===== src/rtl/booth_pkg.sv =====
// Shared types for the radix-2 Booth multiplier: FSM states and the
// per-iteration recoding of {Q[0], Q-1} into NOP / ADD / SUB.
package booth_pkg;

   typedef enum logic [1:0] {
      IDLE,
      RUN,
      DONE
   } state_t;

   typedef enum logic [1:0] {
      OP_NOP,
      OP_ADD,
      OP_SUB
   } booth_op_t;

   function automatic booth_op_t booth_recode(input logic q0, input logic q_m1);
      case ({q0, q_m1})
         2'b01:   return OP_ADD;
         2'b10:   return OP_SUB;
         default: return OP_NOP;
      endcase
   endfunction

endpackage


===== src/rtl/booth_step.sv =====
// One combinational Booth iteration: add/subtract M into A per the recoding,
// then arithmetic-shift {A, Q, Q-1} right by one. No state, no flow control.
module booth_step
   import booth_pkg::*;
#(
   parameter int W = 8
) (
   input  logic [W:0]   a,
   input  logic [W-1:0] q,
   input  logic         q_m1,
   input  logic [W:0]   m,
   output logic [W:0]   a_out,
   output logic [W-1:0] q_out,
   output logic         q_m1_out
);

   logic [W:0] sum;

   always_comb begin
      case (booth_recode(q[0], q_m1))
         OP_ADD:  sum = a + m;
         OP_SUB:  sum = a - m;
         default: sum = a;
      endcase
      // sum[W] is the guard/sign bit, replicated into the vacated MSB
      {a_out, q_out, q_m1_out} = {sum[W], sum, q};
   end

endmodule


===== src/rtl/booth_multiplier.sv =====
// Sequential signed radix-2 Booth multiplier, one iteration per cycle.
// Result Operand_Width edges after Start is accepted; Start is ignored while busy or in DONE.
module booth_multiplier
   import booth_pkg::*;
#(
   parameter int Operand_Width = 8,
   parameter int Product_Width = 16
) (
   input  logic                     CLK,
   input  logic                     RST,
   input  logic                     Start,
   input  logic [Operand_Width-1:0] Multiplicand,
   input  logic [Operand_Width-1:0] Multiplier,
   output logic [Product_Width-1:0] Product,
   output logic                     Busy,
   output logic                     Done
);

   localparam int W  = Operand_Width;
   localparam int CW = $clog2(W + 1);

   generate
      if (Product_Width != 2 * Operand_Width) begin : g_width_check
         $error("booth_multiplier: Product_Width must equal 2*Operand_Width");
      end
   endgenerate

   state_t          state, state_nxt;
   logic [W:0]      m_r, a_r, a_nxt;
   logic [W-1:0]    q_r, q_nxt;
   logic            qm1_r, qm1_nxt;
   logic [CW-1:0]   count_r;
   logic            last_iter;
   logic            accept;

   booth_step #(.W(W)) u_step (
      .a        (a_r),
      .q        (q_r),
      .q_m1     (qm1_r),
      .m        (m_r),
      .a_out    (a_nxt),
      .q_out    (q_nxt),
      .q_m1_out (qm1_nxt)
   );

   assign last_iter = (count_r == CW'(1));
   assign accept    = (state == IDLE) && Start;

   always_comb begin
      state_nxt = state;
      case (state)
         IDLE:    if (Start) state_nxt = RUN;
         RUN:     if (last_iter) state_nxt = DONE;
         DONE:    state_nxt = IDLE;
         default: state_nxt = IDLE;
      endcase
   end

   always_ff @(posedge CLK) begin
      if (RST) begin
         state   <= IDLE;
         m_r     <= '0;
         a_r     <= '0;
         q_r     <= '0;
         qm1_r   <= 1'b0;
         count_r <= '0;
         Product <= '0;
         Busy    <= 1'b0;
         Done    <= 1'b0;
      end else begin
         state <= state_nxt;
         // Flags follow the next state so they are flops, not state decodes
         Busy  <= (state_nxt == RUN);
         Done  <= (state_nxt == DONE);
         if (accept) begin
            m_r     <= {Multiplicand[W-1], Multiplicand};
            a_r     <= '0;
            q_r     <= Multiplier;
            qm1_r   <= 1'b0;
            count_r <= CW'(W);
         end else if (state == RUN) begin
            a_r     <= a_nxt;
            q_r     <= q_nxt;
            qm1_r   <= qm1_nxt;
            count_r <= count_r - CW'(1);
            if (last_iter) Product <= {a_nxt[W-1:0], q_nxt};
         end
      end
   end

endmodule


===== config.mk =====
export PLATFORM = sky130hd
export DESIGN_NAME = booth_multiplier
export DESIGN_NICKNAME = d
export VERILOG_FILES = /design/src/rtl/booth_pkg.sv /design/src/rtl/booth_step.sv /design/src/rtl/booth_multiplier.sv
export SDC_FILE = /design/constraint.sdc
export NUM_CORES = 1
export LEC_CHECK = 0
export ABC_AREA = 1
export CAP_MARGIN = 40
export CORE_MARGIN = 5
export CORE_UTILIZATION = 45
export DETAILED_ROUTE_END_ITERATION = 10
export PLACE_DENSITY_LB_ADDON = 0.3
export SLEW_MARGIN = 20
export SYNTH_ARGS = -nofsm -noshare
export SYNTH_HDL_FRONTEND = slang
export SYNTH_SLANG_ARGS = --single-unit

===== constraint.sdc =====
create_clock -name CLK -period 7 [get_ports CLK]
set_clock_uncertainty 0.15 [all_clocks]
set_input_delay 1.75 -clock CLK [delete_from_list [all_inputs] [get_ports CLK]]
set_output_delay 1.75 -clock CLK [all_outputs]
set_load 0.03 [all_outputs]

==> results.md, run 1 <==
- Outcome: complete, no violations
- Total power draw: 0.7340 mW
- Max rail drop VDD: 0.0001615 V
- R2r startpoint: m_r[0]
- Reg clk slew, reported paths: 0.09 ns
- FMAX: 293.1 MHz
- Clock sinks: 49
- Max clock buf depth: 2
- Max stage delay on crit path: 0.46 ns
- Crit-path slowest cell: clkdlybuf4s50_1
- Hold Startpoint: qm1_r
- CP startpoint: Start
- Global-route wire length before repair: 9.956 mm
- Syn Std Cell Area: 2499 um^2
- Tcrit/Tclk final: 48.75%
- Syn Inst Count: 352
- Drc violations: 0
- Placeable Area: 5439 um^2
- Horiz. Die Dim: 84.52 um
- Nets@finish: 413
- Pins Over Slew Limit: 0
- Max Cap Viol: 0
- IO buf count: 36
- Worst Hold Class: register to register
- Worst Path Required: 7.07 ns
- Buf+Inv Stages, Crit Path: 2
- CTS tree: yes
- Drt first pass iters: 4
- Crit path top cell by count: nand2_1
- Share of cells above drive strength 1: 4.450%
- Post-Place Setup Slack: 3.341 ns
- Setup CP Type: input pin to register
- Diode count: 0
- CP top delay family: buffers and inverters
- Worst setup EP type: register
- RSZ-0062 raised after global routing: false
- Synthesized net count: 384
- Leakage: 1.361 nW
- Grt total ovfl: 0
- Non-Filler Instances: 454
- WL/cell: 12.36 um
- PD cells: 245.4 nW/um^2
- Syn-to-layout area delta: 19.73%
- Hold_buf cts: 0
- Dpl cells: 445
- DRT iter0 DRCs: 123
- Routability cong.: 0.8618
- Worst path cell trace: clkdlybuf4s50_1 > nand2_1 > nor2_2 > inv_1 > nand2_1 > o21ai_0 > a21oi_1
- Clk_lat worst skew: 0.30 ns
- Final Setup Violations: 0
- Asr flop ratio synth: 0%
- Postcts setup bufs: 0
- Initial antenna violation count: 0
- Starting Density: 45.94%
- Ports: 37
- Vias: 2268
- Die area: 7143 um^2
- GRT Resource Usage Total: 16.61%
- Htree depth: 2
- #FFs+latches synth: 49
- Sequential cell area fraction in the yosys report: 39.26%
- Vias per cell: 4.996
- Post-synth EDFFs: 0
- DRT Wirelength: 5.610 mm
- Post-CTS sizing: 0
- Synth Flop Type: dfxtp_1
- Slew @ Worst Pin: 0.7002 ns
- Syn. warnings: 0
- Final design utilization: 55.00%
- Syn_area_per_cell: 7.098 um^2
- Die height: 84.52 um
- # rows: 27
- Setup TNS: 0 ns
- Post-DRT Antenna Nets: 0
- Synth cell types: 32
- Vias in the first global route: 2228
- CTS buffer count: 5
- Critical Path Source Type: input pin
- CTS Root Cell: clkbuf_8
- Critical path fanouts, max: 15
- Final hold vios: 0
- Max-slew headroom: 53.27%
- WP data arrival: 3.48 ns
- Largest net degree at the start of global routing: 30
- Tmin final: 3.412 ns
- Setup ws final: 3.588 ns
- HPWL after detailed placement: 4.316 mm
-- cell type report --
cell class	instances	area, um^2
Fill cell	509	2447
Multi-Input combinational cell	241	1251
Sequential cell	49	980.9
Timing Repair Buffer	37	371.6
Inverter	47	181.4
Tap cell	72	90.09
Clock buffer	7	86.33
Clock inverter	1	30.03
-- per-stage QoR --
stage | cell area (um^2) | hold WS (ns)
6_report | 2992 | 0.3313
5_1_grt | 2992 | 0.3486
4_1_cts | 2980 | 0.3354
3_5_place_dp | 2864 | 0.3232
3_3_place_gp | 2864 | 0.2995
2_1_floorplan | 2499 | 0.2891
-- worst register-to-register path: stages, from the launching register on --
cell and delay [ns]:
dfxtp_1 0.34, inv_1 0.08, ha_1 0.14, inv_1 0.04
nor2_1 0.15, inv_1 0.07, o21ai_0 0.19, xnor2_1 0.14
inv_1 0.06, ha_1 0.33, a21oi_1 0.24, o21ai_0 0.13
nor2_1 0.14, nand3b_1 0.09, nand3_1 0.12, nand3_1 0.09
nand2_1 0.06, inv_1 0.03
-- per-layer routing --
layer / wire length [um] / global-route usage, % / part of all wire (%)
met1: 2626 / 20.56 / 47
met2: 2699 / 28.90 / 48
met3: 199 / 3.533 / 3.5
met4: 85 / 4.892 / 1.5
met5: 0 / 0 / 0
-- path summary, 6_finish.rpt --
kind,end,slack (ns),cells after the start
worst min-delay path,qm1_r,0.33,2
worst min register to register,qm1_r,0.33,2
worst max-delay path,q_r[7],3.59,7
worst max register to register,Product[14],4.29,17
-- sequential cells by signal (all words and copies together) (netlist names) --
register / cells
Busy: 1
q_r: 8
state: 2
m_r: 8
count_r: 4
Done: 1
qm1_r: 1
a_r: 8
Product: 16
-- placed cells by master (no fill, tap or decap), types with 2 or more instances in the layout --
master,Yosys,routed
inv_1,46,46
nor2_1,47,47
xnor2_1,2,2
clkdlybuf4s50_1,0,36
or2_2,2,2
nand3_1,18,18
xor2_1,3,3
o21ai_1,2,2
nand2_1,55,55
ha_1,12,12
nor2_2,3,3
o21ai_0,41,41
a21oi_1,28,28
dfxtp_1,49,49
clkbuf_8,0,6
o22ai_1,8,8
nand2_2,2,2
a31oi_1,4,4
nand4_1,5,5
-- where the power goes --
group          internal [mW]  switching [mW]  leakage [nW]  total [mW]
sequential             0.300          0.0159         0.401       0.316
clock                  0.116          0.0864        0.0585       0.203
combinational         0.0842           0.131         0.901       0.216
-- kinds of logic after synthesis --
family / Yosys count / synth area share, %
flip-flops: 49 / 39.26
XOR/XNOR: 5 / 1.753
AO/OA/AOI/OAI: 88 / 18.73
adder cells (fa/ha/maj): 13 / 6.810
buffers and inverters: 62 / 10.67
AND/OR/NAND/NOR: 135 / 22.78
-- cells in the mapped netlist (all sizes together) (4+ instances only) --
cell,n,area (um^2)
nor2,50,195.2
o22ai,8,50.05
a21oi,28,140.1
ha,12,150.1
dfxtp,49,980.9
o21ai,43,215.2
nand3,18,90.09
clkbuf,4,16.26
buf,11,68.81
nand2,57,219.0
inv,47,181.4
a31oi,4,25.02
nand4,5,31.28
Power figures use the tool's default switching activity.
==> run 2, diff against run 1 <==
- clock period: 7 -> 3.05 ns (I/O delays scaled with it)
==> run 2 against run 1 <==
  * Count of clock-buffer cells in the layout shrank 1
  * Die area stayed put
  * Worst setup slack lost 3.2 ns
  * Clock power rose by 140%
  * Sequential cell count unchanged
  * Non-clock buffer count is 3 higher
  * Sequential share of layout area decreased by 0.29 points
  * Global-route usage fell by 0.15 points
  * Design area increased by 0.88%
  * Via count grew 2.4%
  * Power is 130% higher
  * Largest power group unchanged
  * Highest routed layer unchanged
==> results.md, run 2 (same netlist as run 1, synthesis figures left out) <==
- Reg clk slew, reported paths: 0.09 ns (about the same)
- Max rail drop VDD: 0.0003573 V (+120%)
- Most common cell after layout, fill and taps aside: nand2_1
- Max clock buf depth: 2 (unchanged)
- Largest net degree at the start of global routing: 30 (unchanged)
- Commonest cells after routing, fill and taps aside: nand2_1, dfxtp_1, nor2_1
- Met2 Usage GRT: 28.97% (+0.071 points)
- Tcrit/Tclk final: 87.41%
- FF+latch area: 980.9 um^2 (unchanged)
- # rows: 27 (unchanged)
- Global-route wire length before repair: 9.963 mm (about the same)
- CTS Root Cell: clkbuf_8
- DRT Wirelength: 5.609 mm (about the same)
- Tmin final: 2.666 ns
- R2R depth: 17 (unchanged)
- Drc violations: 0 (unchanged)
- Share of cells above drive strength 1: 5.714% (+1.3 points)
- Initial antenna violation count: 0 (unchanged)
- RSZ-0062 raised after global routing: false
- Setup CP Type: register to register
- HPWL after detailed placement: 4.219 mm (-2.2%)
- GRT Resource Usage Total: 16.46% (-0.15 points)
- PD cells: 564.5 nW/um^2 (+130%)
- Max Cap Viol: 0 (unchanged)
- Largest register FFs: 16 (unchanged)
- Die area: 7143 um^2 (unchanged)
- Pins Over Slew Limit: 0 (unchanged)
- Crit path top cell by count: inv_1
- Placeable Area: 5439 um^2 (unchanged)
- Starting Density: 45.94% (unchanged)
- Worst Path Required: 3.10 ns (-3.97 ns)
- Post-DRT Antenna Nets: 0 (unchanged)
- WL/cell: 12.27 um (-0.67%)
- Worst setup EP type: register
- Die height: 84.52 um (unchanged)
- Worst Hold Class: register to register
- Most flop-heavy register: Product
- Met3 Usage GRT: 3.337% (-0.20 points)
- Vias: 2323 (+2.4%)
- Diode count: 0 (unchanged)
- Slew @ Worst Pin: 0.7400 ns (+0.03976 ns)
- Fillcell total: 528 (+3.7%)
- DRT iter0 DRCs: 91 (-26%)
- Final hold vios: 0 (unchanged)
- Setup TNS: 0 ns (unchanged)
- Top Usage Layer GRT: met2
- Routability cong.: 0.9026 (+4.7%)
- Crit-path slowest cell: dfxtp_1
- Max stage delay on crit path: 0.34 ns (-0.12 ns)
- Vias per cell: 5.083 (+1.8%)
- Max-slew headroom: 50.61% (-2.7 points)
- Clk_lat worst skew: 0.30 ns (about the same)
- Hold path cells: 2 (unchanged)
- WP data arrival: 2.72 ns (-0.76 ns)
- CTS tree: yes
- Grt met1 use: 20.29% (-0.28 points)
- Final Setup Violations: 0 (unchanged)
- Drt first pass iters: 4 (unchanged)
- IO buf count: 36 (unchanged)
- Critical Path Source Type: register
- Vias in the first global route: 2271 (+1.9%)
- Syn-to-layout area delta: 20.78%
- CTS buffer count: 5 (unchanged)
- Worst path cell trace: inv_1 > ha_1 > inv_1 > nor2_1 > inv_1 > o21ai_0 > xnor2_1 > inv_1 > ha_1 > a21oi_2 > o21ai_0 > nor2_1 > nand3b_1 > nand3_1 > nand3_1 > nand2_1 > inv_1
- Leakage: 1.374 nW (+1.0%)
- CP top delay family: simple AND/OR/NAND/NOR gates
- WP depth: 17 (+10)
- Grt total ovfl: 0 (unchanged)
- Nets@finish: 416 (+0.73%)
- FMAX: 375.1 MHz
- Buf+Inv Stages, Crit Path: 5 (+3)
- Clock sinks: 49 (unchanged)
- Htree depth: 2 (unchanged)
- Ports: 37 (unchanged)
- Outcome: complete, no violations
- Multi-input logic area: 1255 um^2 (+0.30%)
- Final design utilization: 55.49% (+0.48 points)
- Critical path fanouts, max: 5 (-10)
- Horiz. Die Dim: 84.52 um (unchanged)
run 2: cell types whose count changed in the layout (fill, tap and decap cells not counted), sizes merged:
cell / delta
buf: +3
clkbuf: -1
clkinvlp: +1
run 2: path summary, 6_finish.rpt:
kind,slack [ns],end,start
max,0.38,Product[14],m_r[0]
min,0.32,qm1_r,qm1_r
max reg2reg,0.38,Product[14],m_r[0]
min reg2reg,0.32,qm1_r,qm1_r
run 2: final cells by class:
cell class,instances,area share [%]
clock buffers,6,2.736
clock inverters,2,1.244
inverters,47,6.012
multi-input cells,241,41.58
flip-flops and latches,49,32.50
well taps,72,2.985
repair buffers,40,12.94
run 2: power by group:
group | internal (mW) | switching, mW
combinational | 0.197 | 0.304
sequential | 0.688 | 0.0354
clock | 0.267 | 0.213
total | 1.15 | 0.552
run 2: routing by layer:
layer	part of all wire (%)	vias up
met5	0	-
met4	0.94	0
li1	-	1211
met1	46	1066
met3	3.6	7
met2	49	39
run 2: worst register-to-register path: cells and delay by family (launching register included):
family / cells / cell delay [ns]
flip-flops: 1 / 0.34
AO/OA/AOI/OAI: 3 / 0.49
adder cells (fa/ha/maj): 2 / 0.49
buffers and inverters: 5 / 0.30
AND/OR/NAND/NOR: 6 / 0.68
XOR/XNOR: 1 / 0.14
run 2: through the flow:
stage	instances	setup WS [ns]	power, mW	hold slack, ns	instance area, um^2
final	457	0.3839	1.704	0.3240	3018
after floorplan	352	0.6760	1.112	0.2891	2499
after detailed placement	449	0.3226	1.233	0.3119	2894
after CTS	457	0.2942	1.715	0.3244	3014
after global placement	449	0.3443	1.226	0.2993	2894
after global routing	457	0.05528	1.825	0.3537	3018
run 2: timing repair:
| item | 4_1_cts | 5_1_grt |
|---|---|---|
| hold buffers | 0 | 0 |
| buffers inserted | 0 | 0 |
| setup endpoints to repair | 0 | 2 |
| hold endpoints to repair | 0 | 0 |
| resized for setup | 0 | 1 |
==> run 3, diff against run 2 <==
- REMOVE_ABC_BUFFERS: not set -> 1
- SYNTH_HIERARCHICAL: not set -> 1
==> run 3 against run 2 <==
  * Clock power up 4.8%
  * Utilization down 1.9 points
  * Via count up 2.1%
  * Register-to-register slack better by 0.099 ns
  * Routed wire length up 1.2%
  * Die area up 6.0%
  * Area after synthesis up 6.8%
  * Final cell count up 6.8%
  * Global-route usage down 0.20 points
==> results.md, run 3 <==
- Leading area contributor after synthesis: dfxtp_1
- Crit path top cell by count: nand2_1
- Yosys top cell area share: 37.51% (-1.8 points)
- Flop-to-flop setup slack: 0.48 ns (+0.10 ns)
- Worst setup EP type: register
- Commonest cells after routing, fill and taps aside: nand2_1, dfxtp_1, nor2_1
- Asr flop ratio synth: 0% (unchanged)
- HPWL after detailed placement: 4.191 mm (-0.66%)
- Tmin final: 2.567 ns (-0.09913 ns)
- DRT Wirelength: 5.674 mm (+1.2%)
- Postcts setup bufs: 0 (unchanged)
- Post-CTS sizing: 0 (unchanged)
- Syn_area_per_cell: 6.878 um^2 (-3.1%)
- Vias per cell: 4.859 (-4.4%)
- Max rail drop VDD: 0.0004157 V (+16%)
- # rows: 28 (+3.7%)
- Syn-to-layout area delta: 17.39%
- Worst path cell trace: ha_1 > inv_2 > o21ai_0 > xnor2_1 > inv_1 > ha_1 > nand2_1 > nor2_1 > nand3_1 > nand2_1 > nand3_1 > nand3_1 > nand2_1 > nand2_1 > nand2_1 > a21oi_1
- DRT iter0 DRCs: 95 (+4.4%)
- RSZ-0062 raised after global routing: false
- Syn Inst Count: 388 (+10%)
- Post-Synth Adder-Cell Area: 6.376% (-0.43 points)
- Largest net degree at the start of global routing: 27 (-10%)
- Vias in the first global route: 2307 (+1.6%)
- Hold_buf cts: 0 (unchanged)
- Initial antenna violation count: 0 (unchanged)
- Synth Area in Simple Gates: 26.49% (+3.7 points)
- Syn. warnings: 6 (+6)
- Crit-path slowest cell: dfxtp_1
- Placeable Area: 5851 um^2 (+7.6%)
- Hold WS: 0.3171 ns (-0.006836 ns)
- Leakage: 1.335 nW (-2.8%)
- #FFs+latches synth: 50 (+2.0%)
- Setup CP Type: register to register
- CP top delay family: simple AND/OR/NAND/NOR gates
- Reg clk slew, reported paths: 0.10 ns (about the same)
- Synth Area in Compound Gates: 16.32% (-2.4 points)
- Slew @ Worst Pin: 0.5777 ns (-0.1622 ns)
- CTS tree: yes
- Fillcell total: 573 (+8.5%)
- Grt total ovfl: 0 (unchanged)
- Ports: 37 (unchanged)
- Die area: 7571 um^2 (+6.0%)
- Nets@finish: 444 (+6.7%)
- Diode count: 0 (unchanged)
- CTS Root Cell: clkbuf_8
- Post-synth top cells: nand2_1, dfxtp_1, nor2_1, o21ai_0, inv_1
- Largest family of logic cells by synthesized area: simple AND/OR/NAND/NOR gates
- Hold path cells: 2 (unchanged)
- Die height: 87.01 um (+3.0%)
- Max-slew headroom: 61.39% (+11 points)
- Top flop regs: Product: 16 flops, a_r: 9 flops
- Syn Std Cell Area: 2669 um^2 (+6.8%)
- Tcrit/Tclk final: 84.16% (-3.3 points)
- Final hold vios: 0 (unchanged)
- Sequential cell area fraction in the yosys report: 37.51% (-1.8 points)
- Synth Flop Type: dfxtp_1
- Global-route wire length before repair: 10.04 mm (+0.76%)
- Drt first pass iters: 4 (unchanged)
- Clk_lat worst skew: 0.30 ns (about the same)
- Drc violations: 0 (unchanged)
- Post-synth EDFFs: 0 (unchanged)
- PD cells: 511.1 nW/um^2 (-9.5%)
- Buf+Inv Stages, Crit Path: 2 (-3)
- Max clock buf depth: 2 (unchanged)
- Post-DRT Antenna Nets: 0 (unchanged)
- Routability cong.: 0.9162 (+1.5%)
- Most common cell after layout, fill and taps aside: nand2_1
- Hold Startpoint: Product[12]
- GRT Resource Usage Total: 16.26% (-0.20 points)
- Post-Synth XOR/XNOR Area: 1.641% (-0.11 points)
- WP data arrival: 2.65 ns (-0.07 ns)
- Critical path fanouts, max: 7 (+2)
- Vias: 2371 (+2.1%)
- IO buf count: 36 (unchanged)
- Outcome: complete, no violations
- Horiz. Die Dim: 87.01 um (+3.0%)
- R2r startpoint: q_r[0]
- WL/cell: 11.63 um (-5.3%)
- Clock sinks: 50 (+2.0%)
- Worst r2r dst: a_r[8]
- Setup TNS: 0 ns (unchanged)
- Main area contributors after synthesis: dfxtp_1, nand2_1, o21ai_0
- Worst Hold Class: register to register
- Hold EP: Product[12]
- Largest register FFs: 16 (unchanged)
- Max stage delay on crit path: 0.38 ns (+0.04 ns)
- Post-synthesis mux area share: 0% (unchanged)
- R2R depth: 16 (-1)
- Starting Density: 45.62% (-0.32 points)
- Critical Path Source Type: register
- CTS buffer count: 5 (unchanged)
- FMAX: 389.6 MHz (+3.9%)
- Top-count cell post-synth: nand2_1
- Max Cap Viol: 0 (unchanged)
- Most flop-heavy register: Product
- Synth cell types: 30 (-6.3%)
- Worst Path Required: 3.13 ns (+0.03 ns)
- Htree depth: 2 (unchanged)
- Share of cells above drive strength 1: 6.295% (+0.58 points)
- Final Setup Violations: 0 (unchanged)
- Pins Over Slew Limit: 0 (unchanged)
run 3: cells by family (layout without fill, tap and decap cells):
logic type	Yosys count	after routing
simple gates	167	167
flops	50	50
xor+xnor	5	5
buf+inv	69	94
fa+ha+maj	13	13
compound gates	84	84
run 3: worst max-delay path by stage:
stage | from | end | cells past startpoint
2_1_floorplan | qm1_r | a_r[7] | 16
3_3_place_gp | q_r[0] | a_r[3] | 11
3_5_place_dp | q_r[0] | a_r[8] | 16
4_1_cts | q_r[0] | a_r[8] | 16
5_1_grt | q_r[0] | a_r[8] | 17
6_report | q_r[0] | a_r[8] | 16
run 3: layout make-up:
cell class                      count  area [um^2]  area share [%]
Clock buffer                        6        82.58           2.636
Sequential cell                    50         1001           31.95
Clock inverter                      2        38.79           1.238
Inverter                           47        177.7           5.671
Multi-Input combinational cell    269         1356           43.29
Tap cell                           75        93.84           2.995
Timing Repair Buffer               39        382.9           12.22
run 3: power by group:
part / leakage (nW) / internal, mW / total [mW] / switching [mW]
clock: 0.0618 / 0.270 / 0.502 / 0.232
combinational: 0.865 / 0.149 / 0.384 / 0.236
sequential: 0.408 / 0.687 / 0.715 / 0.0280
run 3: metrics by stage:
stage	total power [mW]	util (%)	cells	worst slack, ns	area [um^2]
after floorplan	1.007	-	366	0.7331	2535
after global placement	1.104	51.48	480	0.5520	3012
after detailed placement	1.113	51.48	480	0.5151	3012
after CTS	1.616	53.55	488	0.4827	3133
after global routing	1.708	53.55	488	0.1576	3133
final	1.601	53.55	488	0.4830	3133
run 3: routing by layer:
| layer | vias up | GRT usage [%] | share of wire [%] |
|---|---|---|---|
| met4 | 0 | 4.958 | 1.6 |
| li1 | 1270 | - | - |
| met3 | 7 | 2.933 | 3.4 |
| met2 | 36 | 28.09 | 48 |
| met1 | 1058 | 20.49 | 47 |
| met5 | - | 0 | 0 |
run 3: worst reg2reg max path: cells and delay by family, from the launching register on:
kind                     cells  cell delay [ns]
adder cells (fa/ha/maj)      2             0.64
buffers and inverters        2             0.14
flip-flops                   1             0.38
AO/OA/AOI/OAI                2             0.26
AND/OR/NAND/NOR              9             0.77
XOR/XNOR                     1             0.14
